<file path="src/rtl/wb_master_pipelined_burst.sv">
// Wishbone B4 pipelined bus master: turns single or burst commands into one CYC with
// back-to-back strobes, honouring STALL and capping the number of unacknowledged transfers.
module wb_master_pipelined_burst #(
  parameter int ADR_WIDTH       = 16,
  parameter int DAT_WIDTH       = 16,
  parameter int LEN_WIDTH       = 8,
  parameter int MAX_OUTSTANDING = 4
) (
  input  logic                 clk,
  input  logic                 rst,
  input  logic                 cmd_valid,
  output logic                 cmd_ready,
  input  logic                 cmd_we,
  input  logic [ADR_WIDTH-1:0] cmd_adr,
  input  logic [LEN_WIDTH-1:0] cmd_len,
  input  logic                 wr_valid,
  output logic                 wr_ready,
  input  logic [DAT_WIDTH-1:0] wr_data,
  output logic                 rd_valid,
  output logic [DAT_WIDTH-1:0] rd_data,
  output logic                 done,
  output logic                 wb_cyc,
  output logic                 wb_stb,
  output logic                 wb_we,
  output logic [ADR_WIDTH-1:0] wb_adr,
  output logic [DAT_WIDTH-1:0] wb_dat_o,
  input  logic [DAT_WIDTH-1:0] wb_dat_i,
  input  logic                 wb_ack,
  input  logic                 wb_stall,
  output logic                 dbg_state
);

  localparam int CW = LEN_WIDTH + 1;
  localparam int OW = $clog2(MAX_OUTSTANDING + 1);
  localparam logic [OW-1:0] MAX_OUT = OW'(MAX_OUTSTANDING);

  typedef enum logic {IDLE = 1'b0, BUSY = 1'b1} state_t;

  state_t               state_q, state_d;
  logic                 wb_cyc_q, wb_cyc_d;
  logic                 wb_stb_q, wb_stb_d;
  logic                 wb_we_q, wb_we_d;
  logic [ADR_WIDTH-1:0] wb_adr_q, wb_adr_d;
  logic [DAT_WIDTH-1:0] wb_dat_q, wb_dat_d;
  logic                 done_q, done_d;
  logic [ADR_WIDTH-1:0] adr_nxt_q, adr_nxt_d;
  logic [CW-1:0]        issue_cnt_q, issue_cnt_d;
  logic [CW-1:0]        ack_cnt_q, ack_cnt_d;
  logic [OW-1:0]        outstanding_q, outstanding_d;

  logic          busy;
  logic          cmd_fire;
  logic          accept;
  logic          ack_eff;
  logic          out_dec;
  logic [OW-1:0] outstanding_nxt;
  logic          load;

  // Handshakes: cmd and wr words transfer on a cycle where valid & ready are both high;
  // ready never depends on a later cycle, and rd_valid is a one-cycle pulse with no backpressure.
  assign busy      = (state_q == BUSY);
  assign cmd_ready = (state_q == IDLE);
  assign cmd_fire  = cmd_valid & cmd_ready;
  assign accept    = wb_stb_q & ~wb_stall;
  assign ack_eff   = busy & wb_ack & (ack_cnt_q != '0);

  // outstanding_q counts accepted-but-unacked transfers; the occupied slot is added on top.
  assign out_dec         = ack_eff & ((outstanding_q != '0) | accept);
  assign outstanding_nxt = outstanding_q + OW'(accept) - OW'(out_dec);

  assign load = busy & (~wb_stb_q | accept) & (issue_cnt_q != '0) &
                (outstanding_nxt < MAX_OUT) & (~wb_we_q | wr_valid);

  assign wr_ready  = load & wb_we_q;
  assign rd_valid  = ack_eff & ~wb_we_q;
  assign rd_data   = wb_dat_i;
  assign done      = done_q;
  assign wb_cyc    = wb_cyc_q;
  assign wb_stb    = wb_stb_q;
  assign wb_we     = wb_we_q;
  assign wb_adr    = wb_adr_q;
  assign wb_dat_o  = wb_dat_q;
  assign dbg_state = state_q;

  always_comb begin
    state_d       = state_q;
    wb_cyc_d      = wb_cyc_q;
    wb_stb_d      = wb_stb_q;
    wb_we_d       = wb_we_q;
    wb_adr_d      = wb_adr_q;
    wb_dat_d      = wb_dat_q;
    done_d        = 1'b0;
    adr_nxt_d     = adr_nxt_q;
    issue_cnt_d   = issue_cnt_q;
    ack_cnt_d     = ack_cnt_q;
    outstanding_d = outstanding_q;

    if (cmd_fire) begin
      state_d       = BUSY;
      wb_cyc_d      = 1'b1;
      wb_we_d       = cmd_we;
      ack_cnt_d     = {1'b0, cmd_len} + CW'(1);
      outstanding_d = '0;
      // Reads need no data, so the first strobe is loaded with the command itself;
      // writes wait for BUSY so wr_ready only ever fires inside the burst.
      if (!cmd_we) begin
        wb_stb_d    = 1'b1;
        wb_adr_d    = cmd_adr;
        adr_nxt_d   = cmd_adr + ADR_WIDTH'(1);
        issue_cnt_d = {1'b0, cmd_len};
      end else begin
        adr_nxt_d   = cmd_adr;
        issue_cnt_d = {1'b0, cmd_len} + CW'(1);
      end
    end else if (busy) begin
      outstanding_d = outstanding_nxt;
      if (ack_eff) begin
        ack_cnt_d = ack_cnt_q - CW'(1);
      end
      if (load) begin
        wb_stb_d    = 1'b1;
        wb_adr_d    = adr_nxt_q;
        adr_nxt_d   = adr_nxt_q + ADR_WIDTH'(1);
        issue_cnt_d = issue_cnt_q - CW'(1);
        if (wb_we_q) begin
          wb_dat_d = wr_data;
        end
      end else if (accept) begin
        wb_stb_d = 1'b0;
      end
      if (ack_eff && (ack_cnt_q == CW'(1))) begin
        state_d       = IDLE;
        wb_cyc_d      = 1'b0;
        wb_stb_d      = 1'b0;
        done_d        = 1'b1;
        outstanding_d = '0;
      end
    end
  end

  always_ff @(posedge clk or negedge rst) begin
    if (!rst) begin
      state_q       <= IDLE;
      wb_cyc_q      <= 1'b0;
      wb_stb_q      <= 1'b0;
      wb_we_q       <= 1'b0;
      wb_adr_q      <= '0;
      wb_dat_q      <= '0;
      done_q        <= 1'b0;
      adr_nxt_q     <= '0;
      issue_cnt_q   <= '0;
      ack_cnt_q     <= '0;
      outstanding_q <= '0;
    end else begin
      state_q       <= state_d;
      wb_cyc_q      <= wb_cyc_d;
      wb_stb_q      <= wb_stb_d;
      wb_we_q       <= wb_we_d;
      wb_adr_q      <= wb_adr_d;
      wb_dat_q      <= wb_dat_d;
      done_q        <= done_d;
      adr_nxt_q     <= adr_nxt_d;
      issue_cnt_q   <= issue_cnt_d;
      ack_cnt_q     <= ack_cnt_d;
      outstanding_q <= outstanding_d;
    end
  end

  a_inflight_cap: assert property (@(posedge clk) disable iff (!rst)
    ({1'b0, outstanding_q} + (OW+1)'(wb_stb_q)) <= (OW+1)'(MAX_OUTSTANDING));

  a_stall_hold: assert property (@(posedge clk) disable iff (!rst)
    (wb_stb_q && wb_stall) |=> (wb_stb_q && $stable(wb_adr_q) && $stable(wb_dat_q)));

  a_done_pulse: assert property (@(posedge clk) disable iff (!rst)
    done_q |=> !done_q);

endmodule
</file>
<file path="config.mk">
export PLATFORM = sky130hd
export DESIGN_NAME = wb_master_pipelined_burst
export DESIGN_NICKNAME = d
export VERILOG_FILES = /design/src/rtl/wb_master_pipelined_burst.sv
export SDC_FILE = /design/constraint.sdc
export NUM_CORES = 1
export LEC_CHECK = 0
export BUFFER_PORTS_ARGS = -buffer_cell sky130_fd_sc_hd__buf_2
export CORE_UTILIZATION = 40
export DETAILED_ROUTE_END_ITERATION = 6
export PLACE_DENSITY = 0.62
export SYNTH_ARGS = -nofsm -noshare
export SYNTH_HDL_FRONTEND = slang
export SYNTH_SLANG_ARGS = --single-unit
</file>
<file path="constraint.sdc">
create_clock -name clk -period 7.8 [get_ports clk]
set_input_delay 0.78 -clock clk [delete_from_list [all_inputs] [get_ports clk]]
set_output_delay 0.78 -clock clk [all_outputs]
set_load 0.1 [all_outputs]
</file>
# Word-level counts from Yosys, hierarchy flattened
# Cells that the tools add are included.
# word_totals
regBits,74
out_inout_bits,56
elab_cells,88
# classes
bitwise,19
add_sub_neg,7
n_eq_ne,2
magnitude_cmp,1
mux,33
n_reduce_logical,15
# op_table
cell,n
16-bit two-way mux,8
9-bit two-way mux,7
16-bit by 1-bit adder with 16-bit output (second input constant),2
9-bit nonzero test,2
9-bit by 1-bit subtractor with 9-bit output (second input constant),2
1-bit two-way mux,15
1-bit bitwise AND,11
8-bit by 1-bit adder with 9-bit output (second input constant),1
9-bit by 1-bit equality test with 1-bit output (second input constant),1
3-bit two-way mux,3
2-bit nonzero test,4
2-bit AND reduction,3
3-bit AND reduction,2
1-bit inverter,5
4-bit AND reduction,1
4-bit nonzero test,1
3-bit by 1-bit adder with 3-bit output,1
3-bit < comparator (second input constant),1
1-bit bitwise OR,3
3-bit nonzero test,1
3-bit by 1-bit subtractor with 3-bit output,1
2-bit inequality test (second input constant),1
1-bit logical AND,1

# Longest topological paths before layout
# logic_depth
depth_word,12
ltp_mapped,17
mapped_depth_nobuf,15

# Least setup slack after synthesis
# No wires, ideal clock.
# synth_timing
path_kind,flip-flop to output port
from,"register state_q, in the netlist dbg_state"
to,output wr_ready
slack_ps,2753
arrival_time_ps,4267
path_buffers,3
path_stages_with_launch,17
cell_sequence,dfrtp_1 clkbuf_1 nand2_1 a21o_1 a21oi_1 ha_1 inv_1 ha_1 inv_1 fa_1 xor3_1 a2111oi_4 and2_1 buf_6 nand2_4 buf_6 inv_1
# synth_between
elab_chain_len,8
word_cells_on_any_way,10
# synth_rtl
item,line,text
start: declaration,39,"state_t state_q, state_d;"
start signal: assignment,155,state_q <= state_d;
1-bit bitwise AND (2 in series),65,assign ack_eff = busy & wb_ack & (ack_cnt_q != '0);
1-bit bitwise AND,68,assign out_dec = ack_eff & ((outstanding_q != '0) | accept);
3-bit by 1-bit subtractor with 3-bit output,69,assign outstanding_nxt = outstanding_q + OW'(accept) - OW'(out_dec);
3-bit < comparator,72,(outstanding_nxt < MAX_OUT) & (~wb_we_q | wr_valid);
1-bit bitwise AND *,71,assign load = busy & (~wb_stb_q | accept) & (issue_cnt_q != '0) &
1-bit bitwise AND *,72,
1-bit bitwise AND *,74,assign wr_ready = load & wb_we_q;
end: declaration,17,"output logic wr_ready,"
# Every way passes the cells marked *; elsewhere a longest branch is shown, timed or not.

# Final worst setup path
# layout_timing
from,register ack_cnt_q[0]
to,output wr_ready
# layout_between
elab_chain_len,8
# layout_rtl
item,line,text
start: declaration,48,"logic [CW-1:0] ack_cnt_q, ack_cnt_d;"
start signal: assignment,164,ack_cnt_q <= ack_cnt_d;
9-bit nonzero test,65,
1-bit bitwise AND,65,
1-bit bitwise AND,68,
3-bit by 1-bit subtractor with 3-bit output,69,
3-bit < comparator,72,
1-bit bitwise AND,71,
1-bit bitwise AND,72,
1-bit bitwise AND,74,
# No other way between the ends.

==> impl_results.md <==
- Worst-path fanout max: 23
- Initial cell density of the core: between 40% and 50%
- Clk sinks: between 70 and 80
- Filler cells: between 1,000 and 1,500
- Max incr delay on CP: roughly 0.9 ns
- Skew final: 0.0133 ns
- Clk root buf: clkbuf_8
- Post-cts hold buffer count: 0
- Ys flop type: dfrtp_1
- Reg clk slew, reported paths: around 0.080 ns
- Wirelength, routed: just over 10 mm
- Critical Path AT: 5.31 ns
- CP bufs+invs: 5
- Clk buf depth: 2
- Via count: ~3,600
- Post-synthesis xor/xnor area fraction: 8.37%
- Min-Delay Path Class: register to register
- RSZ-0062 raised after global routing: false
- Synth Instances: 440
- Io pins: ~120
- CP most frequent cell: inv_1
- Synthesized cell area: ~4400 sq um
- Layout cells sized above 1: 24.7%
- CP Launch Type: register
- Setup CP Type: register to primary output
- Crit-path cells: inv_1, ha_1, nor4b_1, a21o_1, a21oi_1, ha_1, inv_1, ha_1, inv_1, fa_1, xor3_1, a2111oi_4, and2_1, nand2_4, inv_1, buf_2
- Die Wd: ~110 microns
- Fin. max-slew vios: 0
- Initial antenna violation count: 0
- Syn-to-layout area delta: 13.5%
- Yosys cell types: 58
- Compound-cell area share of the yosys netlist: between 15 and 20%
- Mux contribution to synthesized area: under 10%
- Final Util: 47.4%
- Top cell family by delay on the critical path: simple AND/OR/NAND/NOR gates
- Sequential share of the synthesized area: 42.4%
- Synth Warn #: 0
- Vias/cell: 5.64
- Post-Synth Simple-Gate Area: 17.8%
- ANT nets after route: 0
- CTS tree: yes
- CP required: about 7 ns
- Clock Latency Late Sink: 0.36 ns
- Number of DRC markers in iteration 0: around 300
- Worst setup EP type: primary output
- Synthesized Nets: a little over 500
- Register bit total from synthesis: 74
- Synth Area in Adders: between 3 and 4%
- GRT Total Usage: between 10% and 20%
- # Max-Cap Violations: 0
- Mean Syn Cell Area: between 9 and 10 sq um
- Number of flops mapped to enable cells by yosys: 0
- Num CTS Buffers: 9
- Fmax: roughly 160 MHz
- Worst slew margin: between 30% and 40%
- Post-route setup TNS: 0 ns
- Post-CTS resize count: 0
- Fin nets: 570
- Commonest non-fill, non-tap cells in the layout: buf_2 (85), dfrtp_1 (74), nand2_1 (30)
- DP HPWL: about 7.3 mm
- Core area: about 10,000 sq um
- Final period util: around four fifths
- Most common cell after layout, fill and taps aside: buf_2
- Slowest-stage cell, CP: and2_1
- Final setup violating endpoints: 0
- Transition time of the tightest slew-check pin: approximately 0.96 ns
- Routed len/inst: between 15 and 20 microns
- Largest net degree at the start of global routing: 75
- Post-CTS Setup Bufs: 0
- Input/output buffers: 86
- Status: finished, final reports clean
- Main combinational cell family by area after synthesis: simple AND/OR/NAND/NOR gates
- Final hold viol count: 0
- Drt pass-1 iters: 5
- First-pass GRT wire length: 17.2 mm
- Die Area: approximately 11,000 sq um
- Number of remaining DRC errors: 0
- Vias in the first global route: roughly 3,400
- DIE HEIGHT: 106 microns
- Number of H-tree levels: 3
- Final GP Congestion: 0.815
- Row Count: 37
- Crit path time final: 6.09 ns
- Antenna cells: 0
- Grt ovf: 0
- Ys async rst share: 100%
==> state kept, by name, summed over array words and instances, names as in the netlist <==
name,flops
wb_stb,1
dbg_state,1
wb_dat_o,16
wb_cyc,1
outstanding_q,3
adr_nxt_q,16
issue_cnt_q,9
done,1
ack_cnt_q,9
wb_we,1
wb_adr,16
==> cell usage after synthesis (11+ instances only) <==
library cell | number | area, sq um
dfrtp_1 | 74 | 1850
a22oi_1 | 16 | 120
nand3_1 | 22 | 110
nand4_1 | 15 | 93.8
inv_1 | 13 | 48.8
nand2_1 | 30 | 113
nor2_1 | 27 | 101
o2bb2ai_1 | 15 | 131
buf_4 | 16 | 120
xor2_1 | 25 | 219
o21ai_0 | 11 | 55.1
xnor2_1 | 14 | 123
clkbuf_1 | 21 | 78.8
==> cell type report <==
cell class | count | area (sq um) | area share (%)
Clock buffer | 9 | 124 | 2.50
Multi-Input combinational cell | 310 | 2220 | 44.8
Tap cell | 136 | 170 | 3.43
Sequential cell | 74 | 1850 | 37.4
Inverter | 13 | 48.8 | 0.985
Timing Repair Buffer | 89 | 455 | 9.19
Clock inverter | 7 | 83.8 | 1.69
==> worst paths after layout <==
| path | startpoint | to | slack, ns | cells after the start |
|---|---|---|---|---|
| max | ack_cnt_q[0]$_DFFE_PN0P_ | wr_ready | 1.71 | 16 |
| min | wb_adr[14]$_DFFE_PN0P_ | wb_adr[14]$_DFFE_PN0P_ | 0.49 | 1 |
| max reg2reg | ack_cnt_q[0]$_DFFE_PN0P_ | wb_dat_o[10]$_DFFE_PN0P_ | 2.87 | 15 |
| min reg2reg | wb_adr[14]$_DFFE_PN0P_ | wb_adr[14]$_DFFE_PN0P_ | 0.49 | 1 |
| max in group asynchronous | rst | wb_dat_o[3]$_DFFE_PN0P_ | 6.61 | 1 |
| min in group asynchronous | rst | adr_nxt_q[11]$_DFFE_PN0P_ | 0.55 | 1 |
==> per-layer routing <==
metal | part of all wire [%] | GRT usage, %
met2 | 45 | 28.3
met5 | 0 | 0
met1 | 48 | 27.9
met4 | 1.3 | 6.16
met3 | 5.9 | 3.62
==> stage by stage <==
step	area [sq um]	worst slack, ns	hold WS (ns)	instances
CTS	4950	1.70	0.497	638
floorplan	4370	2.75	0.484	440
finish	4950	1.71	0.489	638
global placement	4750	2.19	0.469	622
global route	4950	1.31	0.515	638
detailed placement	4750	2.07	0.472	622
==> kinds of logic (layout without fill, tap and decap cells) <==
kind of cell               count (synthesis)  in the layout
muxes                                     22             22
AOI/OAI and AO/OA                         93             93
xor gates and xnor gates                  40             40
buffers and inverters                     56            118
and+or+nand+nor                          145            145
adders and majority gates                 10             10
DFF                                       74             74
Power is left out: the tool's default activity adds up to more than one toggle a clock period on the data nets, which glitch-free logic cannot reach.
